--- config.mk ---
export PLATFORM = sky130hd
export DESIGN_NAME = jts18_vdp_mix
export DESIGN_NICKNAME = d
export VERILOG_FILES = /design/src/rtl/jts18_mix_pkg.sv /design/src/rtl/jts18_mix_dly.sv /design/src/rtl/jts18_vdp_mix.sv
export SDC_FILE = /design/constraint.sdc
export NUM_CORES = 1
export LEC_CHECK = 0
export ABC_AREA = 1
export CELL_PAD_IN_SITES_DETAIL_PLACEMENT = 2
export CELL_PAD_IN_SITES_GLOBAL_PLACEMENT = 2
export CORE_ASPECT_RATIO = 1.5
export CORE_UTILIZATION = 27
export CTS_CLUSTER_DIAMETER = 80
export DETAILED_ROUTE_END_ITERATION = 10
export PLACE_DENSITY_LB_ADDON = 0.1
export SYNTH_ARGS = -nofsm -noshare
export SYNTH_HDL_FRONTEND = slang
export SYNTH_SLANG_ARGS = --single-unit
export TNS_END_PERCENT = 5
--- constraint.sdc ---
create_clock -name clk -period 1.7 [get_ports clk]
set_input_delay 0.34 -clock clk [delete_from_list [all_inputs] [get_ports clk]]
set_output_delay 0.34 -clock clk [all_outputs]
set_load 0.1 [all_outputs]
--- src/rtl/jts18_mix_pkg.sv ---
// Shared definitions for the System 18 pixel mixer: colour field widths,
// VDP colour expansion and the st_show view selectors.
// Pure declarations, no state; no flow control involved.
package jts18_mix_pkg;

  localparam int S16_CW = 5;  // bits per channel on the System 16 palette side
  localparam int VDP_CW = 3;  // bits per channel on the VDP side

  // st_show view selectors, decoded from debug_bus[1:0]
  localparam logic [1:0] ST_CNT_LO = 2'd0;
  localparam logic [1:0] ST_CNT_HI = 2'd1;
  localparam logic [1:0] ST_PIX    = 2'd2;
  localparam logic [1:0] ST_RED    = 2'd3;

  // Replicating the top bits keeps full-scale white at full scale (7 -> 31).
  function automatic logic [S16_CW-1:0] vdp_expand(input logic [VDP_CW-1:0] c);
    return {c, c[VDP_CW-1 -: 2]};
  endfunction

endpackage

--- src/rtl/jts18_mix_dly.sv ---
// Generic pxl_cen-gated delay line; N=0 is a plain wire.
// Latency: N pxl_cen ticks. No backpressure: advances on every pxl_cen.
// Ports: clk, rst_n, cen (advance), din[W] in, dout[W] = din from N ticks ago.
module jts18_mix_dly #(
  parameter int W = 1,
  parameter int N = 0
) (
  input  logic         clk,
  input  logic         rst_n,
  input  logic         cen,
  input  logic [W-1:0] din,
  output logic [W-1:0] dout
);

  generate
    if (N == 0) begin : g_wire
      logic unused_ctl;
      assign unused_ctl = ^{clk, rst_n, cen};
      assign dout = din;
    end else begin : g_sr
      logic [W-1:0] sr [N];

      always_ff @(posedge clk or negedge rst_n) begin
        if (!rst_n) begin
          for (int i = 0; i < N; i++) sr[i] <= '0;
        end else if (cen) begin
          sr[0] <= din;
          for (int i = 1; i < N; i++) sr[i] <= sr[i-1];
        end
      end

      assign dout = sr[N-1];
    end
  endgenerate

endmodule

--- src/rtl/jts18_vdp_mix.sv ---
// System 18 final pixel mixer: aligns S16/VDP/selection streams, picks per pixel, blanks, counts VDP pixels per frame.
// Latency: max(S16_DLY,VDP_DLY,SEL_DLY)+1 pxl_cen ticks for blanking; each colour stream sees its own delay +1.
// No backpressure: one pixel per pxl_cen, outputs hold between ticks.
// Ports: clk/rst_n/pxl_cen; LHBL/LVBL blanking; vdp_en/vdp_sel selection; s16_rgb, vdp_rgb colours;
//        debug_bus view select; red/green/blue, LHBL_dly/LVBL_dly aligned video; sel_cnt last-frame count; st_show.
module jts18_vdp_mix
  import jts18_mix_pkg::*;
#(
  parameter int S16_DLY = 2,
  parameter int VDP_DLY = 0,
  parameter int SEL_DLY = 1,
  parameter int CNTW    = 16
) (
  input  logic            clk,
  input  logic            rst_n,
  input  logic            pxl_cen,
  input  logic            LHBL,
  input  logic            LVBL,
  input  logic            vdp_en,
  input  logic            vdp_sel,
  input  logic [14:0]     s16_rgb,
  input  logic [8:0]      vdp_rgb,
  input  logic [7:0]      debug_bus,
  output logic [4:0]      red,
  output logic [4:0]      green,
  output logic [4:0]      blue,
  output logic            LHBL_dly,
  output logic            LVBL_dly,
  output logic [CNTW-1:0] sel_cnt,
  output logic [7:0]      st_show
);

  localparam int MAXD_SV = (S16_DLY > VDP_DLY) ? S16_DLY : VDP_DLY;
  localparam int MAXD    = (MAXD_SV > SEL_DLY) ? MAXD_SV : SEL_DLY;

  generate
    if (S16_DLY < 0 || S16_DLY > 7 || VDP_DLY < 0 || VDP_DLY > 7 || SEL_DLY < 0 || SEL_DLY > 7) begin : g_bad_dly
      $error("jts18_vdp_mix: S16_DLY, VDP_DLY and SEL_DLY must be in 0-7");
    end
  endgenerate

  logic [14:0] s16_d;
  logic [8:0]  vdp_d;
  logic        en_d, sel_d, hb_d, vb_d;

  jts18_mix_dly #(.W(15), .N(S16_DLY)) u_s16 (
    .clk(clk), .rst_n(rst_n), .cen(pxl_cen), .din(s16_rgb), .dout(s16_d));
  jts18_mix_dly #(.W(9), .N(VDP_DLY)) u_vdp (
    .clk(clk), .rst_n(rst_n), .cen(pxl_cen), .din(vdp_rgb), .dout(vdp_d));
  // vdp_en rides with vdp_sel so an enable change lands on a pixel boundary
  jts18_mix_dly #(.W(2), .N(SEL_DLY)) u_sel (
    .clk(clk), .rst_n(rst_n), .cen(pxl_cen), .din({vdp_en, vdp_sel}), .dout({en_d, sel_d}));
  jts18_mix_dly #(.W(2), .N(MAXD)) u_blk (
    .clk(clk), .rst_n(rst_n), .cen(pxl_cen), .din({LHBL, LVBL}), .dout({hb_d, vb_d}));

  logic            pick, act, inc, fall, lvbl_q;
  logic [14:0]     mix;
  logic [CNTW-1:0] acc, acc_nxt, cnt_nxt;
  logic [15:0]     cnt16;
  logic [7:0]      st_nxt;
  logic [5:0]      unused_dbg;

  assign unused_dbg = debug_bus[7:2];

  always_comb begin
    pick = en_d & sel_d;
    act  = hb_d & vb_d;
    inc  = pick & act;
    mix  = '0;
    if (act) mix = pick ? {vdp_expand(vdp_d[8:6]), vdp_expand(vdp_d[5:3]), vdp_expand(vdp_d[2:0])}
                        : s16_d;
    acc_nxt = (inc && !(&acc)) ? acc + CNTW'(1) : acc;
    // frame end seen one tick after LVBL_dly drops; that tick's count still belongs to the old frame
    fall    = lvbl_q & ~LVBL_dly;
    cnt_nxt = fall ? acc_nxt : sel_cnt;
    cnt16   = 16'(cnt_nxt);
    case (debug_bus[1:0])
      ST_CNT_LO: st_nxt = cnt16[7:0];
      ST_CNT_HI: st_nxt = cnt16[15:8];
      ST_PIX:    st_nxt = {5'd0, vdp_en, vdp_sel, pick};
      default:   st_nxt = {3'd0, mix[14:10]};
    endcase
  end

  always_ff @(posedge clk or negedge rst_n) begin
    if (!rst_n) begin
      {red, green, blue} <= '0;
      LHBL_dly <= 1'b0;
      LVBL_dly <= 1'b0;
      lvbl_q   <= 1'b0;
      acc      <= '0;
      sel_cnt  <= '0;
      st_show  <= '0;
    end else if (pxl_cen) begin
      {red, green, blue} <= mix;
      LHBL_dly <= hb_d;
      LVBL_dly <= vb_d;
      lvbl_q   <= LVBL_dly;
      acc      <= fall ? '0 : acc_nxt;
      sel_cnt  <= cnt_nxt;
      st_show  <= st_nxt;
    end
  end

endmodule

==> results.md <==
* Share of layout cells above drive strength 1 at 26.10%
* CTS buffer count at 9
* Post-synth EDFFs at 0
* Sequential fraction of the synthesis area at 50.09%
* Max-cap violation count at 0
* Average wire per cell in the routed design at 17.46 um
* Core Area at 16910 sq um
* Row cnt at 58
* Root Buffer: clkbuf_16
* Dpl cells at 941
* Detailed-route DRC error count at 0
* Max-slew headroom at 50.51%
* Fin cells at 961
* Initial drt markers at 120
* Clock Path Buffers at 2
* Avg Synthesized Cell Area at 7.660 sq um
* Largest net degree at the start of global routing at 36
* Slew @ Worst Pin at 0.7396 ns
* Final GP Congestion at 0.7806
* Max VDD drop at 0.7786 mV
* Final setup margin at 0.004812 ns
* Fmax at 0.5899 GHz
* TritonCTS clock tree: done
* Most common cell after layout, fill and taps aside: nand2_1
* Vias per cell at 4.772
* Placement Setup Slack at -0.2343 ns
* Post-route antenna net violation count at 0
* Vias in the first global route at 5260
* Max Slew Vio Count at 0
* Final Util at 41.82%
* Status: completed
* Final setup vio count at 0
* Hold path depth at 3
* Power Density at 1173 nW/um^2
* Antenna violations before repair at 0
* Boundary Pins at 80
* Post-synth net total at 653
* Period utilization at 99.72%
* # diodes at 0
* First-pass GRT wire length at 27030 um
* Critical Path RT at 1.94 ns
* CP endpoint kind: register
* Hold Slack at 0.3186 ns
* Crit Path Max Fanout at 10
* Die width at 109.7 um
* Post-Route WL at 16780 um
* # nets final at 786
* HPWL after DPL at 12920 um
* Commonest register cell after synthesis: dfrtp_1
* Yosys synthesis warning count at 0
* Total number of vias at 4586
* Fill count at 1924
* Met1 Usage GRT at 21.45%
* Most frequent cells in the layout: nand2_1, dfrtp_1, buf_4, inv_1, o21ai_0
* Top Usage Layer GRT: met2
* Starting density of the core at 27.77%
* Met3 usage in global routing at 2.913%
* Pre-antenna DRT Iters at 4
* RSZ-0062 raised after global routing: true
* Die ar. at 17930 sq um
* Die Y-Extent at 163.5 um
* Worst-Skew Late Latency at 0.35 ns
* Worst R2R Path Depth at 13
* HP Class: input pin to register
* WP data arrival at 1.94 ns
* Synth cell types at 33
* Final hold violations at 0
* TritonCTS sink count at 94
* Leakage at 0.003465 uW
* Minimum clock period at 1.695 ns
* Synth Register Bits at 94
* Port buffer count at 73
* Grt total ovfl at 0
* Overall Power at 8295 uW
* Skew final at 0.008900 ns
* CTS clock-pin slew for the worst setup and hold paths at 0.07 ns
* Cells after synthesis at 613
* H-tree lvl count at 3
* Area growth syn-to-layout at 50.60%
* Grt met2 use at 39.59%
* CP Launch Type: register
* GRT Util Overall at 20.18%
* Asr flop ratio synth at 100.0%
* Crit path kind: register to register
* Mapped Area at 4696 sq um
==> state kept, by name, summed over array words and instances (netlist names) <==
name / flops
LHBL_dly: 1
acc: 16
sel_cnt: 16
red: 5
lvbl_q: 1
u_s16.dout: 15
u_s16.g_sr.sr: 15
LVBL_dly: 1
blue: 5
u_blk.dout: 2
st_show: 8
u_sel.dout: 2
u_blk.g_sr.sr: 2
green: 5
==> stage by stage <==
stage	TNS [ns]	area, sq um
2_1_floorplan	-0.02300	4707
5_1_grt	-1.231	7072
4_1_cts	-0.1747	6993
6_report	0	7072
3_5_place_dp	-1.842	6548
3_3_place_gp	-1.419	6548
==> timing repair <==
action | in CTS | in global routing
resized for setup | 30 | 21
endpoints found under the setup margin | 16 | 24
pin swaps | 4 | 5
hold buffers | 1 | 0
hold endpoints to repair | 15 | 0
buffers inserted | 2 | 1
==> layout make-up <==
| cell class | count | area [sq um] | area share, % |
|---|---|---|---|
| inverter | 59 | 221.5 | 3.132 |
| sequential | 94 | 2355 | 33.30 |
| clock inverter | 7 | 103.9 | 1.469 |
| multi-input combinational | 434 | 2150 | 30.40 |
| timing repair buffer | 148 | 1754 | 24.81 |
| tap | 210 | 262.8 | 3.716 |
| clock buffer | 9 | 225.2 | 3.185 |
==> power by group <==
part	leakage, uW	switching [uW]	internal (uW)	total, uW
registers	0.00120	295	2530	2830
clock network	0.000155	975	1310	2290
logic	0.00212	2040	1140	3180
==> path summary, 6_finish.rpt <==
path                                                    start                             to  slack [ns]
worst min register to register  u_s16.g_sr.sr[15]$_DFFE_PN0P_  u_s16.g_sr.sr[15]$_DFFE_PN0P_        0.48
worst min-delay path                                  pxl_cen   u_blk.g_sr.sr[2]$_DFFE_PN0P_        0.32
worst max register to register             acc[1]$_DFFE_PN0P_         st_show[6]$_DFFE_PN0P_       0.005
worst max-delay path                       acc[1]$_DFFE_PN0P_         st_show[6]$_DFFE_PN0P_       0.005
min in group asynchronous                               rst_n            acc[15]$_DFFE_PN0P_        0.41
max in group asynchronous                               rst_n             acc[6]$_DFFE_PN0P_        0.69
==> cell families after synthesis <==
family | after synthesis | share of synthesized area [%]
AND/OR/NAND/NOR | 347 | 31.26
XOR/XNOR | 2 | 0.3731
flip-flops | 94 | 50.09
buffers and inverters | 85 | 7.461
adder cells (fa/ha/maj) | 1 | 0.2664
AO/OA/AOI/OAI | 84 | 10.55
==> synth_stat cells (2+ instances only) <==
cell type    n  share of area [%]
o21ai_0     58                6.2
nand3_1     52                5.5
and2_1       2               0.27
dfrtp_1     94                 50
a21oi_2      2               0.37
inv_1       59                4.7
nor2_4       3               0.72
buf_1        3               0.24
nor2_1      33                2.6
or2_2        4               0.53
a22o_1      10                1.9
a21oi_1      3               0.32
nand4_1      4               0.53
nand2_2      3               0.40
a31oi_1      5               0.67
buf_6        2               0.48
nand2_1    238                 19
nand3_2      5                1.1
buf_2        2               0.21
o22ai_1      2               0.27
clkbuf_1    17                1.4
==> critical path, cell delays in order, from the launching register on <==
cell     delay, ns
dfrtp_1       0.36
ha_2          0.19
inv_2         0.05
nor2_4        0.11
nand2_4       0.09
o21ai_4       0.17
buf_12        0.16
nand2_1       0.08
nand3_2       0.09
nand2_1       0.07
nand2_2       0.08
nand2_1       0.05
nand2_1       0.05
nand2_1       0.04
==> per-layer routing <==
layer,vias to the layer above,share of wire [%],wire length [um]
li1,2210,-,-
met1,2298,38,6392
met2,58,58,9768
met3,20,2.0,341
met4,0,1.7,277
met5,-,0,0
No activity file was read; power rests on OpenSTA's default activity.
